## src/rtl/hpdcache_victim_req_ctrl.sv

```systemverilog
// ---------------------------------------------------------------------------
// hpdcache_victim_req_ctrl
//
// Purpose: serves refill victim requests. For an accepted set it reads the
// directory, hands the per-way state to an external victim selector, marks
// the chosen way as fetching and returns {set, one-hot way, evict} on a
// valid/ready response port. When every way of the set is already being
// fetched it parks in WAIT_CLR until some refill completes, then re-reads
// the directory.
//
// Ports:
//   clk_i, rst_ni          clock, asynchronous active-low reset
//   req_*                  victim request (valid/ready), target set
//   dir_rd_o/dir_rd_set_o  directory read strobe and set
//   dir_*_i                per-way directory state, one cycle after dir_rd_o
//   sel_*                  victim selector strobe, set, per-way state, result
//   dir_fetch_set_o/_way_o pulse that marks the chosen way as fetching
//   fetch_clr_i            some in-flight refill has completed
//   rsp_*                  victim response (valid/ready): set, way, evict
//   retry_cnt_o            saturating count of no-victim retries
//   dbg_state              current FSM state (IDLE=0 DIR_WAIT=1 RSP=2 WAIT_CLR=3)
//
// Handshakes: a transfer happens on a rising edge where valid and ready are
// both 1. Once rsp_valid_o is raised it stays high with a stable payload
// until that transfer; req_ready_o only depends on the FSM state.
// ---------------------------------------------------------------------------
package hpdcache_pkg;
   typedef struct packed {
      int unsigned sets;
      int unsigned ways;
   } hpdcache_user_cfg_t;

   typedef struct packed {
      hpdcache_user_cfg_t u;
   } hpdcache_cfg_t;
endpackage

module hpdcache_victim_req_ctrl
   import hpdcache_pkg::*;
#(
   parameter hpdcache_cfg_t HPDcacheCfg = '0,
   // An all-zero configuration still elaborates to a 2-set, 1-way block.
   localparam int unsigned SETS  = (HPDcacheCfg.u.sets < 2) ? 2 : HPDcacheCfg.u.sets,
   localparam int unsigned WAYS  = (HPDcacheCfg.u.ways < 1) ? 1 : HPDcacheCfg.u.ways,
   localparam int unsigned SET_W = $clog2(SETS)
) (
   input  logic              clk_i,
   input  logic              rst_ni,

   input  logic              req_valid_i,
   output logic              req_ready_o,
   input  logic [SET_W-1:0]  req_set_i,

   output logic              dir_rd_o,
   output logic [SET_W-1:0]  dir_rd_set_o,
   input  logic [WAYS-1:0]   dir_valid_i,
   input  logic [WAYS-1:0]   dir_wback_i,
   input  logic [WAYS-1:0]   dir_dirty_i,
   input  logic [WAYS-1:0]   dir_fetch_i,

   output logic              sel_victim_o,
   output logic [SET_W-1:0]  sel_set_o,
   output logic [WAYS-1:0]   sel_dir_valid_o,
   output logic [WAYS-1:0]   sel_dir_wback_o,
   output logic [WAYS-1:0]   sel_dir_dirty_o,
   output logic [WAYS-1:0]   sel_dir_fetch_o,
   input  logic [WAYS-1:0]   sel_victim_way_i,

   output logic              dir_fetch_set_o,
   output logic [WAYS-1:0]   dir_fetch_way_o,
   input  logic              fetch_clr_i,

   output logic              rsp_valid_o,
   input  logic              rsp_ready_i,
   output logic [SET_W-1:0]  rsp_set_o,
   output logic [WAYS-1:0]   rsp_way_o,
   output logic              rsp_evict_o,

   output logic [7:0]        retry_cnt_o,
   output logic [1:0]        dbg_state
);

   typedef enum logic [1:0] {
      IDLE     = 2'd0,
      DIR_WAIT = 2'd1,
      RSP      = 2'd2,
      WAIT_CLR = 2'd3
   } state_t;

   state_t             state_q, state_d;
   logic [SET_W-1:0]   set_q;
   logic [WAYS-1:0]    way_q;
   logic               evict_q;
   logic [7:0]         retry_q;

   logic               victim_found;

   assign victim_found = (sel_victim_way_i != '0);

   // Directory state goes straight to the selector; it is only meaningful
   // while sel_victim_o is high.
   assign sel_set_o       = set_q;
   assign sel_dir_valid_o = dir_valid_i;
   assign sel_dir_wback_o = dir_wback_i;
   assign sel_dir_dirty_o = dir_dirty_i;
   assign sel_dir_fetch_o = dir_fetch_i;

   assign rsp_set_o   = set_q;
   assign rsp_way_o   = way_q;
   assign rsp_evict_o = evict_q;
   assign retry_cnt_o = retry_q;
   assign dbg_state   = state_q;

   always_comb begin
      state_d         = state_q;
      req_ready_o     = 1'b0;
      dir_rd_o        = 1'b0;
      dir_rd_set_o    = set_q;
      sel_victim_o    = 1'b0;
      dir_fetch_set_o = 1'b0;
      dir_fetch_way_o = '0;
      rsp_valid_o     = 1'b0;

      unique case (state_q)
         IDLE: begin
            req_ready_o  = 1'b1;
            // The incoming set goes to the directory in the accept cycle,
            // before it is registered.
            dir_rd_set_o = req_set_i;
            if (req_valid_i) begin
               dir_rd_o = 1'b1;
               state_d  = DIR_WAIT;
            end
         end
         DIR_WAIT: begin
            sel_victim_o = 1'b1;
            if (victim_found) begin
               dir_fetch_set_o = 1'b1;
               dir_fetch_way_o = sel_victim_way_i;
               state_d         = RSP;
            end else begin
               state_d = WAIT_CLR;
            end
         end
         RSP: begin
            rsp_valid_o = 1'b1;
            if (rsp_ready_i) state_d = IDLE;
         end
         WAIT_CLR: begin
            // fetch_clr_i is only sampled here, so a completion coinciding
            // with the move into this state is not seen.
            if (fetch_clr_i) begin
               dir_rd_o = 1'b1;
               state_d  = DIR_WAIT;
            end
         end
         default: state_d = IDLE;
      endcase
   end

   always_ff @(posedge clk_i or negedge rst_ni) begin
      if (!rst_ni) begin
         state_q <= IDLE;
         set_q   <= '0;
         way_q   <= '0;
         evict_q <= 1'b0;
         retry_q <= '0;
      end else begin
         state_q <= state_d;
         if (state_q == IDLE && req_valid_i) set_q <= req_set_i;
         if (state_q == DIR_WAIT) begin
            if (victim_found) begin
               way_q   <= sel_victim_way_i;
               evict_q <= |(sel_victim_way_i & dir_valid_i & dir_dirty_i);
            end else if (retry_q != 8'hff) begin
               retry_q <= retry_q + 8'd1;
            end
         end
      end
   end

endmodule

```

## config.mk

```make
export PLATFORM = sky130hd
export DESIGN_NAME = hpdcache_victim_req_ctrl
export DESIGN_NICKNAME = d
export VERILOG_FILES = /design/src/rtl/hpdcache_victim_req_ctrl.sv
export SDC_FILE = /design/constraint.sdc
export NUM_CORES = 1
export LEC_CHECK = 0
export BUFFER_PORTS_ARGS = -buffer_cell sky130_fd_sc_hd__clkbuf_2
export CAP_MARGIN = 20
export CORE_ASPECT_RATIO = 0.75
export CORE_MARGIN = 3
export CORE_UTILIZATION = 40
export CTS_CLUSTER_DIAMETER = 200
export DETAILED_ROUTE_END_ITERATION = 6
export PLACE_DENSITY = 0.76
export SYNTH_ARGS = -nofsm -noshare
export SYNTH_HDL_FRONTEND = slang
export SYNTH_SLANG_ARGS = --single-unit
```

## constraint.sdc

```tcl
create_clock -name clk_i -period 1.65 [get_ports clk_i]
set_input_delay 0.165 -clock clk_i [delete_from_list [all_inputs] [get_ports clk_i]]
set_output_delay 0.165 -clock clk_i [all_outputs]
set_load 0.03 [all_outputs]
```

# Word level (Yosys, flattened, before mapping)

Cells that the tools add are included.

Register bits: 13
Input bits: 11
Output and inout port bits: 25
Word-level logic and storage cells: 35

Add/sub/neg operators: 1
Muxes and demuxes: 14
Reduce and logical (&&, ||, !) cells: 5
Bitwise logic cells: 3
Equality and inequality tests: 7

Operators by type and width:

| kind                                                                  | number |
|---|---|
| 1-bit 2-to-1 mux                                                      | 9 |
| 8-bit by 1-bit adder with 8-bit output, second input constant         | 1 |
| 8-bit inequality test, second input constant                          | 1 |
| 2-bit one-hot mux with 4 select lines                                 | 1 |
| 2-bit 2-to-1 mux                                                      | 3 |
| 2-bit inequality test, second input constant                          | 3 |
| 3-bit AND reduction                                                   | 2 |
| 2-bit equality test, second input constant                            | 2 |
| 1-bit bitwise AND                                                     | 2 |
| 2-bit by 1-bit equality test with 1-bit output, second input constant | 1 |
| 2-bit logical NOT                                                     | 1 |
| 1-bit one-hot mux with 2 select lines                                 | 1 |
| 2-bit AND reduction                                                   | 1 |
| 1-bit logical AND                                                     | 1 |
| 1-bit inverter                                                        | 1 |

# Depth between registers and ports, before layout

Word-level depth: 3
Gate-level depth with buffers: 6

# Worst setup path before layout

OpenSTA, ideal clock, no wires.

Path type: flip-flop to flip-flop
Start: register state_q[1], in the netlist dbg_state[1]
End: register retry_q[6], in the netlist retry_cnt_o[6]
Data arrival time: 1.872 ns
Period minus slack after synthesis: 1.997 ns
Stages on the path, launching flop included: 7
Path slack: -0.347 ns
Required time: 1.525 ns
Cells stage by stage: dfrtp_1 -> inv_1 -> ha_1 -> nor2b_4 -> and3_4 -> nand4_1 -> mux2_4

Longest elaborated chain between the ends: 2

RTL lines:

| what                                           | RTL line | RTL |
|---|---|---|
| start, declared                                | 90       | `state_t state_q, state_d;` |
| start signal, assigned                         | 169      | `state_q <= state_d;` |
| 2-bit by 1-bit equality test with 1-bit output | 171      | `if (state_q == DIR_WAIT) begin` |
| 3-bit AND reduction (no source line)           | --       |  |
| end signal, assigned                           | 176      | `retry_q <= retry_q + 8'd1;` |
| end, declared                                  | 94       | `logic [7:0] retry_q;` |

Every way passes these cells.
A chain may end at the register's enable or synchronous reset.

# Worst setup path after layout

Same ends and word-level chain as after synthesis.

==> summary.txt <==
Drt
  • Wire per inst: 12.0 um
  • DR vias/cell: 4.88
  • DR iter-0 viols: 11
  • Final ANT Viol Nets: 0
  • Residual DRC count: 0
  • Post-Route WL: 1510 um
  • Pre-antenna DRT Iters: 4
  • Via count: 615

Floorplanning
  • Die Y: 43.3 um
  • Row cnt: 12
  • # IOs: 36
  • Die area: 2410 um2
  • Area of the core: 1610 um2
  • Initial Utilization: 0.462
  • Die W: 55.7 um

Clocking
  • Clk pin slew, worst setup/hold paths: 0.07 ns
  • Total CTS buffers: 3
  • CTS tree: done
  • Clock Sinks: 13
  • H-tree Lvls: 1
  • Root Buffer: clkbuf_4
  • CTS max path bufs: 2
  • Skew-Pair Late Insertion Delay: 0.27 ns

Cells and area
  • Syn-to-layout area delta: 32.9%
  • Layout net count: 123
  • Fin area: 986 um2
  • # fillers: 125
  • Share of cells above drive strength 1: 0.476
  • Inserted Diodes: 0
  • Storage cell area: 328 um2
  • Multi-input gate area: 387 um2

Worst setup path
  • Worst Path Buf+Inv: 1
  • Setup crit start kind: flop
  • Crit end category: flop
  • Slowest stage delay, CP: 0.44 ns
  • WS Path Type: flop to flop
  • Critical path cell sequence: inv_4 > ha_4 > nor2b_4 > and3_4 > nand4_1 > mux2_4
  • CP max FO: 4
  • Crit path max-delay family: simple AND/OR/NAND/NOR gates
  • Req. time, crit path: 1.81 ns
  • Worst path arrival time: 1.76 ns
  • Slowest CP cell: dfrtp_2

Synth
  • Post-Syn Area per Cell: 10.2 um2
  • Cell variety after synth: 24
  • Top post-synthesis cells by area: dfrtp_1 44%, ha_1 10%, buf_4 6.1%, nand2_1 4.0%, inv_1 3.5%
  • Post-synth EDFFs: 0
  • Cell count after synthesis: 73
  • Yosys top cell by area: dfrtp_1
  • Synth cell count leaders: 13 x dfrtp_1, 8 x nand2_1, 7 x inv_1
  • Synth Cell Area: 742 um2
  • Seq/Total Area, Yosys: 0.438
  • Main synth FF type: dfrtp_1
  • Xor and xnor area share after synthesis: 0.0472
  • Synth top area share: 0.438
  • Synth Area in Simple Gates: 0.152
  • Asr flop ratio synth: 1.00
  • Flops & latches, synth: 13
  • Top-count cell post-synth: dfrtp_1
  • Largest family of logic cells by synthesized area: simple AND/OR/NAND/NOR gates
  • Adder-Cell Fraction of Synth Area: 0.101
  • Post-synth net total: 90
  • Post-synthesis compound-gate area fraction: 0.0675
  • Yosys Warn Count: 0
  • Post-synthesis mux area share: 0.0927

Power and ir drop
  • Sequential cell fraction of total power: 0.291
  • Design Power: 1.98 mW
  • Clk pwr share: 0.095
  • Sw Share: 0.506
  • Pwr Density: 2010 nW/um2
  • Leakage power: 0.500 nW
  • Maximum vdd drop: 1.22 mV
  • Internal power: 0.978 mW
  • Combinational fraction of design power: 0.614
  • P_sw: 1.00 mW

Timing
  • Count of endpoints failing setup in the final report: 0
  • Final Max Tran Viols: 0
  • Setup TNS Final: 0 ns
  • Final Hold Vio Count: 0
  • Final min period: 1.60 ns
  • Max Fclk: 0.624 GHz
  • RSZ-0062 raised after global routing: true
  • Slew headroom: 0.668
  • Period utilisation layout: 0.971
  • Worst-Margin Slew: 0.499 ns
  • Final worst clock skew: 0.00182 ns

Global routing
  • Number of global-route vias before repair: 539
  • First-pass GRT wire length: 2430 um
  • Overflow after GRT: 0
  • Pin count of the biggest net entering global routing: 14
  • Gr usage total: 0.133
  • Initial antenna violation count: 0

Place
  • Routability Congestion: 0.799
  • Number of port buffers: 31
  • Placement Cell Area: 907 um2
  • HPWL after DPL: 1200 um

Outcome
  • Status: completed

Job
  • Number of max-cap violations: 0

Hold path
  • Worst Hold Class: primary input to flop
repair_timing:
action	CTS	global route
setup endpoints to repair	2	4
cloned	0	0
setup buffers	1	1
hold endpoints to repair	13	0
gates resized for setup	5	5
hold buffers	1	0
pin swaps	0	1
tightest hold or removal path, cell delays in order:
cell      delay, ns
clkbuf_2       0.09
nand2_1        0.04
o21ai_0        0.07
registers in the layout, indices dropped and copies added (netlist names):
signal       flops
dbg_state        2
rsp_set_o        1
rsp_evict_o      1
rsp_way_o        1
retry_cnt_o      8
through the flow:
step	worst slack, ns	std cells	hold slack, ns	utilization
6_report	0.0470	126	0.138	0.614
5_1_grt	-0.00670	126	0.139	0.614
4_1_cts	0.00753	125	0.135	0.603
3_5_place_dp	0.0792	119	0.0806	0.565
3_3_place_gp	0.109	119	0.0762	0.565
2_1_floorplan	-0.0498	73	-0.131	-
cell type report:
cell class | instances | share of cell area
timing repair buffer | 34 | 0.189
multi-input combinational | 46 | 0.392
inverter | 8 | 0.0330
sequential | 13 | 0.332
tap | 21 | 0.0266
clock buffer | 4 | 0.0266
cells by family (layout without fill, tap and decap cells):
group,Yosys count,count (layout)
AOI/OAI and AO/OA,9,9
and+or+nand+nor,21,21
adders and majority gates,6,6
muxes,6,6
DFF,13,13
buffers and inverters,14,46
xor gates and xnor gates,4,4
layer usage:
metal,share of wire,global-route usage
met4,0.015,0.0437
met3,0.057,0.0578
met2,0.47,0.222
met1,0.46,0.155
met5,0,0
power by group through the flow:
stage          clock network [mW]  registers (mW)  logic [mW]
2_1_floorplan                   0           0.795       0.632
3_3_place_gp                    0           0.586        1.06
3_5_place_dp                    0           0.589        1.08
4_1_cts                     0.201           0.574        1.17
5_1_grt                     0.219           0.598        1.30
6_report                    0.189           0.576        1.21
layout by cell type (no fill, tap or decap), types with 2 or more instances in the layout:
cell type,netlist,final
nand3_1,2,2
mux2_4,1,2
dfrtp_2,0,2
buf_4,6,2
a21oi_1,4,3
nand2_1,8,7
ha_1,6,3
clkbuf_2,0,29
mux2i_1,2,2
xor2_1,2,2
inv_1,7,5
nand4_1,3,3
ha_4,0,2
dfrtp_1,13,11
xnor2_1,2,2
nor2_1,3,3
o21ai_0,3,3
clkbuf_4,0,3
final timing paths:
path | startpoint | endpoint | slack, ns | cells past startpoint
worst max-delay path | dbg_state[1] | retry_cnt_o[6] | 0.05 | 6
worst min-delay path | dir_valid_i | rsp_evict_o | 0.14 | 3
worst max register to register | dbg_state[1] | retry_cnt_o[6] | 0.05 | 6
worst min register to register | rsp_way_o | rsp_way_o | 0.47 | 1
max in group asynchronous | rst_ni | dbg_state[1] | 1.07 | 2
min in group asynchronous | rst_ni | retry_cnt_o[4] | 0.32 | 2
No activity file was read; power rests on OpenSTA's default activity.
